--- config.mk ---
export PLATFORM = sky130hd
export DESIGN_NAME = uart_byte_rx
export DESIGN_NICKNAME = d
export VERILOG_FILES = /design/src/rtl/uart_byte_rx.sv
export SDC_FILE = /design/constraint.sdc
export NUM_CORES = 1
export LEC_CHECK = 0
export CAP_MARGIN = 20
export CORE_AREA = 8 8 102 76
export CTS_CLUSTER_SIZE = 14
export DETAILED_ROUTE_END_ITERATION = 16
export DIE_AREA = 0 0 110 84
export PLACE_DENSITY_LB_ADDON = 0.2
export SYNTH_ARGS = -nofsm -noshare
export SYNTH_HDL_FRONTEND = slang
export SYNTH_SLANG_ARGS = --single-unit
export TNS_END_PERCENT = 50
--- constraint.sdc ---
create_clock -name iClk -period 2.6 [get_ports iClk]
set_input_delay 0.52 -clock iClk [delete_from_list [all_inputs] [get_ports iClk]]
set_output_delay 0.52 -clock iClk [all_outputs]
set_load 0.01 [all_outputs]
--- src/rtl/uart_byte_rx.sv ---
// uart_byte_rx: 8N1 UART receiver for the host command path.
// The RX line is synchronised, oversampled OVS times per bit and
// majority-voted. Each byte is presented on omData with a READY_WIDTH-clock
// strobe. omData is written only on the clock where the strobe rises, so the
// downstream decoder can latch on the rising edge and advance on the falling
// edge.
module uart_byte_rx #(
    parameter int unsigned CLK_HZ      = 50000000,
    parameter int unsigned BAUD        = 115200,
    parameter int unsigned OVS         = 16,
    parameter int unsigned READY_WIDTH = 4
) (
    input  logic       iClk,
    input  logic       iRst,
    input  logic       iRx,
    output logic [7:0] omData,
    output logic       omData_Ready,
    output logic       oFrame_Err,
    output logic       oBusy
);

    // ------------------------------------------------------------------
    // Derived constants
    // ------------------------------------------------------------------
    localparam int unsigned DIV    = CLK_HZ / (BAUD * OVS);
    localparam int unsigned DIV_W  = (DIV > 1) ? $clog2(DIV) : 1;
    localparam int unsigned TICK_W = $clog2(OVS);

    localparam logic [DIV_W-1:0]  DIV_LAST = DIV_W'(DIV - 1);
    localparam logic [TICK_W-1:0] T_LAST   = TICK_W'(OVS - 1);
    localparam logic [TICK_W-1:0] T_SMP0   = TICK_W'(OVS / 2 - 1);
    localparam logic [TICK_W-1:0] T_SMP1   = TICK_W'(OVS / 2);
    localparam logic [TICK_W-1:0] T_SMP2   = TICK_W'(OVS / 2 + 1);
    localparam logic [7:0]        RDY_LAST = 8'(READY_WIDTH - 1);

    typedef enum logic [2:0] {
        S_IDLE,
        S_START,
        S_DATA,
        S_STOP,
        S_BREAK
    } state_t;

    state_t r_state;
    state_t w_next;

    // Synchroniser and edge detector
    logic r_sync1;
    logic r_sync2;
    logic r_rx_prev;
    logic w_rx;
    logic w_fall;

    // Bit timing
    logic [DIV_W-1:0]  r_div_cnt;
    logic [TICK_W-1:0] r_tick_cnt;
    logic [TICK_W-1:0] r_brk_cnt;
    logic              w_tick;
    logic              w_bit_end;
    logic              w_chk_pt;
    logic              w_vote_pt;
    logic              w_brk_done;

    // Sampling and data path
    logic       r_smp0;
    logic       r_smp1;
    logic       w_vote;
    logic [2:0] r_bit_idx;
    logic [7:0] r_shift;

    // Output registers
    logic [7:0] r_data;
    logic       r_ready;
    logic [7:0] r_rdy_cnt;
    logic       r_ferr;

    // FSM-decoded strobes
    logic w_enter_start;
    logic w_active;
    logic w_shift_en;
    logic w_load;
    logic w_ferr;

    // ------------------------------------------------------------------
    // Shared combinational helpers
    // ------------------------------------------------------------------
    assign w_rx       = r_sync2;
    assign w_fall     = r_rx_prev & ~r_sync2;
    assign w_tick     = (r_div_cnt == DIV_LAST);
    assign w_bit_end  = w_tick && (r_tick_cnt == T_LAST);
    assign w_chk_pt   = w_tick && (r_tick_cnt == T_SMP1);
    assign w_vote_pt  = w_tick && (r_tick_cnt == T_SMP2);
    assign w_vote     = (r_smp0 & r_smp1) | (r_smp0 & w_rx) | (r_smp1 & w_rx);
    assign w_brk_done = (r_state == S_BREAK) && w_tick && w_rx && (r_brk_cnt == T_LAST);

    // Two-flop synchroniser plus history flop; preset high to match an idle line
    always_ff @(posedge iClk or posedge iRst) begin
        if (iRst) begin
            r_sync1   <= 1'b1;
            r_sync2   <= 1'b1;
            r_rx_prev <= 1'b1;
        end else begin
            r_sync1   <= iRx;
            r_sync2   <= r_sync1;
            r_rx_prev <= r_sync2;
        end
    end

    // ------------------------------------------------------------------
    // FSM: state register / next state / outputs
    // ------------------------------------------------------------------

    // State register
    always_ff @(posedge iClk or posedge iRst) begin
        if (iRst) begin
            r_state <= S_IDLE;
        end else begin
            r_state <= w_next;
        end
    end

    // Next-state logic; STOP returns to IDLE at the vote point so the next
    // start edge can be caught even with no idle gap between frames
    always_comb begin
        w_next = r_state;
        case (r_state)
            S_IDLE: begin
                if (w_fall) begin
                    w_next = S_START;
                end
            end
            S_START: begin
                if (w_chk_pt && w_rx) begin
                    w_next = S_IDLE;
                end else if (w_bit_end) begin
                    w_next = S_DATA;
                end
            end
            S_DATA: begin
                if (w_bit_end && (r_bit_idx == 3'd7)) begin
                    w_next = S_STOP;
                end
            end
            S_STOP: begin
                if (w_vote_pt) begin
                    w_next = w_vote ? S_IDLE : S_BREAK;
                end
            end
            S_BREAK: begin
                if (w_brk_done) begin
                    w_next = S_IDLE;
                end
            end
            default: begin
                w_next = S_IDLE;
            end
        endcase
    end

    // Output decode from the current state
    always_comb begin
        w_enter_start = 1'b0;
        w_active      = 1'b0;
        w_shift_en    = 1'b0;
        w_load        = 1'b0;
        w_ferr        = 1'b0;
        oBusy         = (r_state != S_IDLE);
        case (r_state)
            S_IDLE: begin
                w_enter_start = w_fall;
            end
            S_START: begin
                w_active = 1'b1;
            end
            S_DATA: begin
                w_active   = 1'b1;
                w_shift_en = w_vote_pt;
            end
            S_STOP: begin
                w_active = 1'b1;
                w_load   = w_vote_pt && w_vote;
                w_ferr   = w_vote_pt && !w_vote;
            end
            default: begin
            end
        endcase
    end

    // ------------------------------------------------------------------
    // Bit timing
    // ------------------------------------------------------------------

    // Oversample tick divider; restarted on the start edge so bit timing
    // is phase-aligned to the detected falling edge
    always_ff @(posedge iClk or posedge iRst) begin
        if (iRst) begin
            r_div_cnt <= '0;
        end else if (w_enter_start || w_tick) begin
            r_div_cnt <= '0;
        end else begin
            r_div_cnt <= r_div_cnt + 1'b1;
        end
    end

    // Tick position within the current bit, 0..OVS-1
    always_ff @(posedge iClk or posedge iRst) begin
        if (iRst) begin
            r_tick_cnt <= '0;
        end else if (w_enter_start) begin
            r_tick_cnt <= '0;
        end else if (w_active && w_tick) begin
            r_tick_cnt <= (r_tick_cnt == T_LAST) ? '0 : r_tick_cnt + 1'b1;
        end
    end

    // Run length of consecutive high ticks while in BREAK
    always_ff @(posedge iClk or posedge iRst) begin
        if (iRst) begin
            r_brk_cnt <= '0;
        end else if (r_state != S_BREAK) begin
            r_brk_cnt <= '0;
        end else if (w_tick) begin
            r_brk_cnt <= w_rx ? r_brk_cnt + 1'b1 : '0;
        end
    end

    // ------------------------------------------------------------------
    // Sampling and deserialisation
    // ------------------------------------------------------------------

    // Hold the first two of the three mid-bit samples; the third is the live line
    always_ff @(posedge iClk or posedge iRst) begin
        if (iRst) begin
            r_smp0 <= 1'b0;
            r_smp1 <= 1'b0;
        end else if (w_active && w_tick) begin
            if (r_tick_cnt == T_SMP0) begin
                r_smp0 <= w_rx;
            end
            if (r_tick_cnt == T_SMP1) begin
                r_smp1 <= w_rx;
            end
        end
    end

    // Bit index within the data field
    always_ff @(posedge iClk or posedge iRst) begin
        if (iRst) begin
            r_bit_idx <= '0;
        end else if (w_enter_start) begin
            r_bit_idx <= '0;
        end else if ((r_state == S_DATA) && w_bit_end) begin
            r_bit_idx <= r_bit_idx + 1'b1;
        end
    end

    // LSB-first shift register fed by the voted bit
    always_ff @(posedge iClk or posedge iRst) begin
        if (iRst) begin
            r_shift <= '0;
        end else if (w_shift_en) begin
            r_shift <= {w_vote, r_shift[7:1]};
        end
    end

    // ------------------------------------------------------------------
    // Outputs
    // ------------------------------------------------------------------

    // Byte register and ready strobe; the width counter is independent of
    // the FSM and a new byte reloads it
    always_ff @(posedge iClk or posedge iRst) begin
        if (iRst) begin
            r_data    <= '0;
            r_ready   <= 1'b0;
            r_rdy_cnt <= '0;
        end else if (w_load) begin
            r_data    <= r_shift;
            r_ready   <= 1'b1;
            r_rdy_cnt <= RDY_LAST;
        end else if (r_rdy_cnt != '0) begin
            r_rdy_cnt <= r_rdy_cnt - 8'd1;
        end else begin
            r_ready <= 1'b0;
        end
    end

    // One-clock framing error pulse on a bad stop bit
    always_ff @(posedge iClk or posedge iRst) begin
        if (iRst) begin
            r_ferr <= 1'b0;
        end else begin
            r_ferr <= w_ferr;
        end
    end

    assign omData       = r_data;
    assign omData_Ready = r_ready;
    assign oFrame_Err   = r_ferr;

    // Configuration sanity: the strobe must end well before the next byte
    ap_cfg: assert property (@(posedge iClk) disable iff (iRst)
        (DIV >= 1) && (OVS >= 8) && ((OVS % 2) == 0) &&
        (READY_WIDTH >= 1) && (READY_WIDTH <= 255) &&
        (READY_WIDTH < DIV * OVS * 9))
        else $error("uart_byte_rx: illegal DIV/OVS/READY_WIDTH combination");

endmodule
==> results_dict.tcl <==
set metrics [dict create \
    critical-path-max-stage-delay_ns 0.50 \
    ir_drop_mv 0.260 \
    netlist_area_sq_mm 0.00240 \
    grt_pass1_wl_um 7640 \
    place_congestion 0.838 \
    path_cells "nor3_1 -> inv_1 -> clkdlybuf4s50_1" \
    cp_top_family "buffers and inverters" \
    path_max_fanout 9 \
    yosysWarningCount 0 \
    ant_nets 0 \
    p_total_mw 1.59 \
    cts-hold-fix-buffers 0 \
    hp-class "flop to flop" \
    synthFlopType "dfrtp_1" \
    antenna_cells 0 \
    drive_gt1_share_pct 15.0 \
    rsz0062_at_grt "no" \
    core.rowCount 24 \
    synth_edf_count 0 \
    cts_tree "done" \
    grt_max_degree 51 \
    ys_types 47 \
    yosysTopAreaCell "dfrtp_1" \
    nets 258 \
    r2r_setup_slack_ns 0.40 \
    path_class "flop to primary output" \
    cellPowerDensity_mw_per_mm2 586 \
    drtIter0Drc 70 \
    clkLatencyLatePin_ns 0.30 \
    syn_inst 230 \
    drc_errors 0 \
    clkTransAtPathRegs_ns 0.10 \
    cap_violations 0 \
    start_kind "flop" \
    dp_cells 316 \
    dieArea_sq_mm 0.00924 \
    finalCritPeriodShare_pct 86.9 \
    cts_buffers 5 \
    hold_violations 0 \
    cts_sinks 50 \
    dieHeight_um 84 \
    fmax_mhz 443 \
    cp.buffers_inverters 2 \
    finClkSkew_ns 0.0106 \
    relSlewSlack_pct 61.3 \
    grt_pass1_vias 1567 \
    syn_to_final_growth_pct 12.8 \
    final_cells 324 \
    dr.pass1.iters 4 \
    cts_buffer_depth 2 \
    htreeDepth 2 \
    place.detailed.hpwl_um 3000 \
    syn_area_per_cell_sq_um 10.5 \
    avgViaCountPerCell 4.88 \
    gr-total-overflow 0 \
    post_drt_wl_per_cell_um 13.4 \
    cp-end-kind "primary output" \
    worstMarginPinSlew_ns 0.575 \
    synth.area.top_cells "dfrtp_1, nand2_1, ha_1" \
    wirelength_um 4340 \
    fin_tns_setup_ns 0 \
    num_vias 1580 \
    coreArea_sq_mm 0.00610 \
    crit_slowest_cell "clkdlybuf4s50_1" \
    initial_core_util_pct 39.4 \
    synthArstFlopShare_pct 100 \
    antenna_found_initial 0 \
    grtUsageTotal_pct 10.2 \
    ys_ff_latch 50 \
    crit_arrival_ns 1.74 \
    power.leakage_nw 1.30 \
    synth.net_count 243 \
    ys_seq_area_share_pct 52.2 \
    pin_count 14 \
    setup_violations 0 \
    post_cts_resized 0 \
    cts_setup_buffers 0 \
    port_buffers 13 \
    die_w_um 110 \
    synth_top_area_share_pct 48.9 \
    fin_crit_ns 2.26 \
    clockRootBuffer "clkbuf_8" \
    outcome "completed" \
    finalMaxSlewViolations 0 \
    worstPathRequired_ns 2.08 \
]
[through the flow]
stage,hold slack [ns],util [%],setup slack [ns],area [sq um]
after floorplan,0.345,-,0.532,2400
after detailed placement,0.347,43.0,0.432,2620
final,0.361,44.5,0.341,2710
after global placement,0.347,43.0,0.463,2620
after global routing,0.366,44.5,0.261,2710
after CTS,0.363,44.5,0.332,2710
[kinds of logic (layout without fill, tap and decap cells)]
family,count (synthesis),in the layout,synth area share (%)
and+or+nand+nor,101,101,20.5
DFF,50,50,52.2
AOI/OAI and AO/OA,24,24,6.92
buffers and inverters,18,34,3.85
muxes,16,16,7.29
adders and majority gates,11,11,5.62
xor gates and xnor gates,10,10,3.64
[worst paths after layout]
check / from / end / cells past startpoint
max in group asynchronous: iRst / r_rx_prev / 3
min: r_sync1 / r_sync2 / 0
min reg2reg: r_sync1 / r_sync2 / 0
max: r_state[1] / oBusy / 3
max reg2reg: r_sync2 / r_state[0] / 5
min in group asynchronous: iRst / r_rdy_cnt[7] / 3
[layout by cell type, fill, tap and decap left out, types with 3 or more instances in the layout]
| cell type | Yosys | routed |
|---|---|---|
| clkbuf_8 | 0 | 5 |
| mux2i_1 | 4 | 4 |
| clkdlybuf4s50_1 | 0 | 13 |
| nand2_1 | 40 | 40 |
| mux2_2 | 11 | 11 |
| nand3b_1 | 4 | 4 |
| inv_1 | 8 | 7 |
| ha_1 | 10 | 10 |
| dfrtp_1 | 47 | 47 |
| dfstp_2 | 3 | 3 |
| nor3_1 | 4 | 4 |
| o21ai_0 | 5 | 5 |
| xnor2_1 | 4 | 4 |
| buf_4 | 2 | 4 |
| a21oi_1 | 6 | 6 |
| nor2_1 | 30 | 30 |
| xor2_1 | 6 | 6 |
| nand3_1 | 5 | 5 |
[where the power goes]
group          leakage, nW  total [mW]  internal (mW)  switching [mW]
sequential           0.679       0.888          0.828          0.0608
clock               0.0408       0.466          0.193           0.273
combinational        0.585       0.234          0.109           0.125
total                 1.30        1.59           1.13           0.458
[flip-flops by register name, indices dropped and copies added, names as in the netlist, 3 cells and up]
name	count
omData	8
r_shift	8
r_state	3
r_tick_cnt	4
r_div_cnt	5
r_bit_idx	3
r_brk_cnt	4
r_rdy_cnt	8
[cell type report]
cell class,instances,area (sq um)
repair buffers,18,180
clock inverters,3,23.8
well taps,78,97.6
clock buffers,5,68.8
flip-flops and latches,50,1250
multi-input cells,162,1060
fillers,574,3380
inverters,8,30.0
[synthesized netlist by cell type (2+ instances only)]
cell type / number
nand3b_1: 4
inv_1: 8
a21oi_1: 6
nand2_1: 40
a22o_1: 2
xor2_1: 6
buf_4: 2
xnor2_1: 4
mux2i_1: 4
dfrtp_1: 47
nand3_1: 5
and4b_1: 2
nor3_1: 4
nor3b_1: 2
a22oi_1: 2
buf_6: 2
buf_2: 2
clkbuf_1: 3
ha_1: 10
nor2_1: 30
and3_2: 2
a32o_1: 2
dfstp_2: 3
o21ai_0: 5
mux2_2: 11
[metal layers]
metal / global-route usage [%] / wire length [um] / vias up / share of wire (%)
met1: 15.1 / 2350 / 762 / 54
met3: 3.16 / 146 / 2 / 3.4
met5: 0 / 0 / - / 0
li1: - / - / 803 / -
met4: 2.57 / 26 / 0 / 0.60
met2: 13.9 / 1810 / 13 / 42
Note: power is estimated with default switching activity, not from simulation.
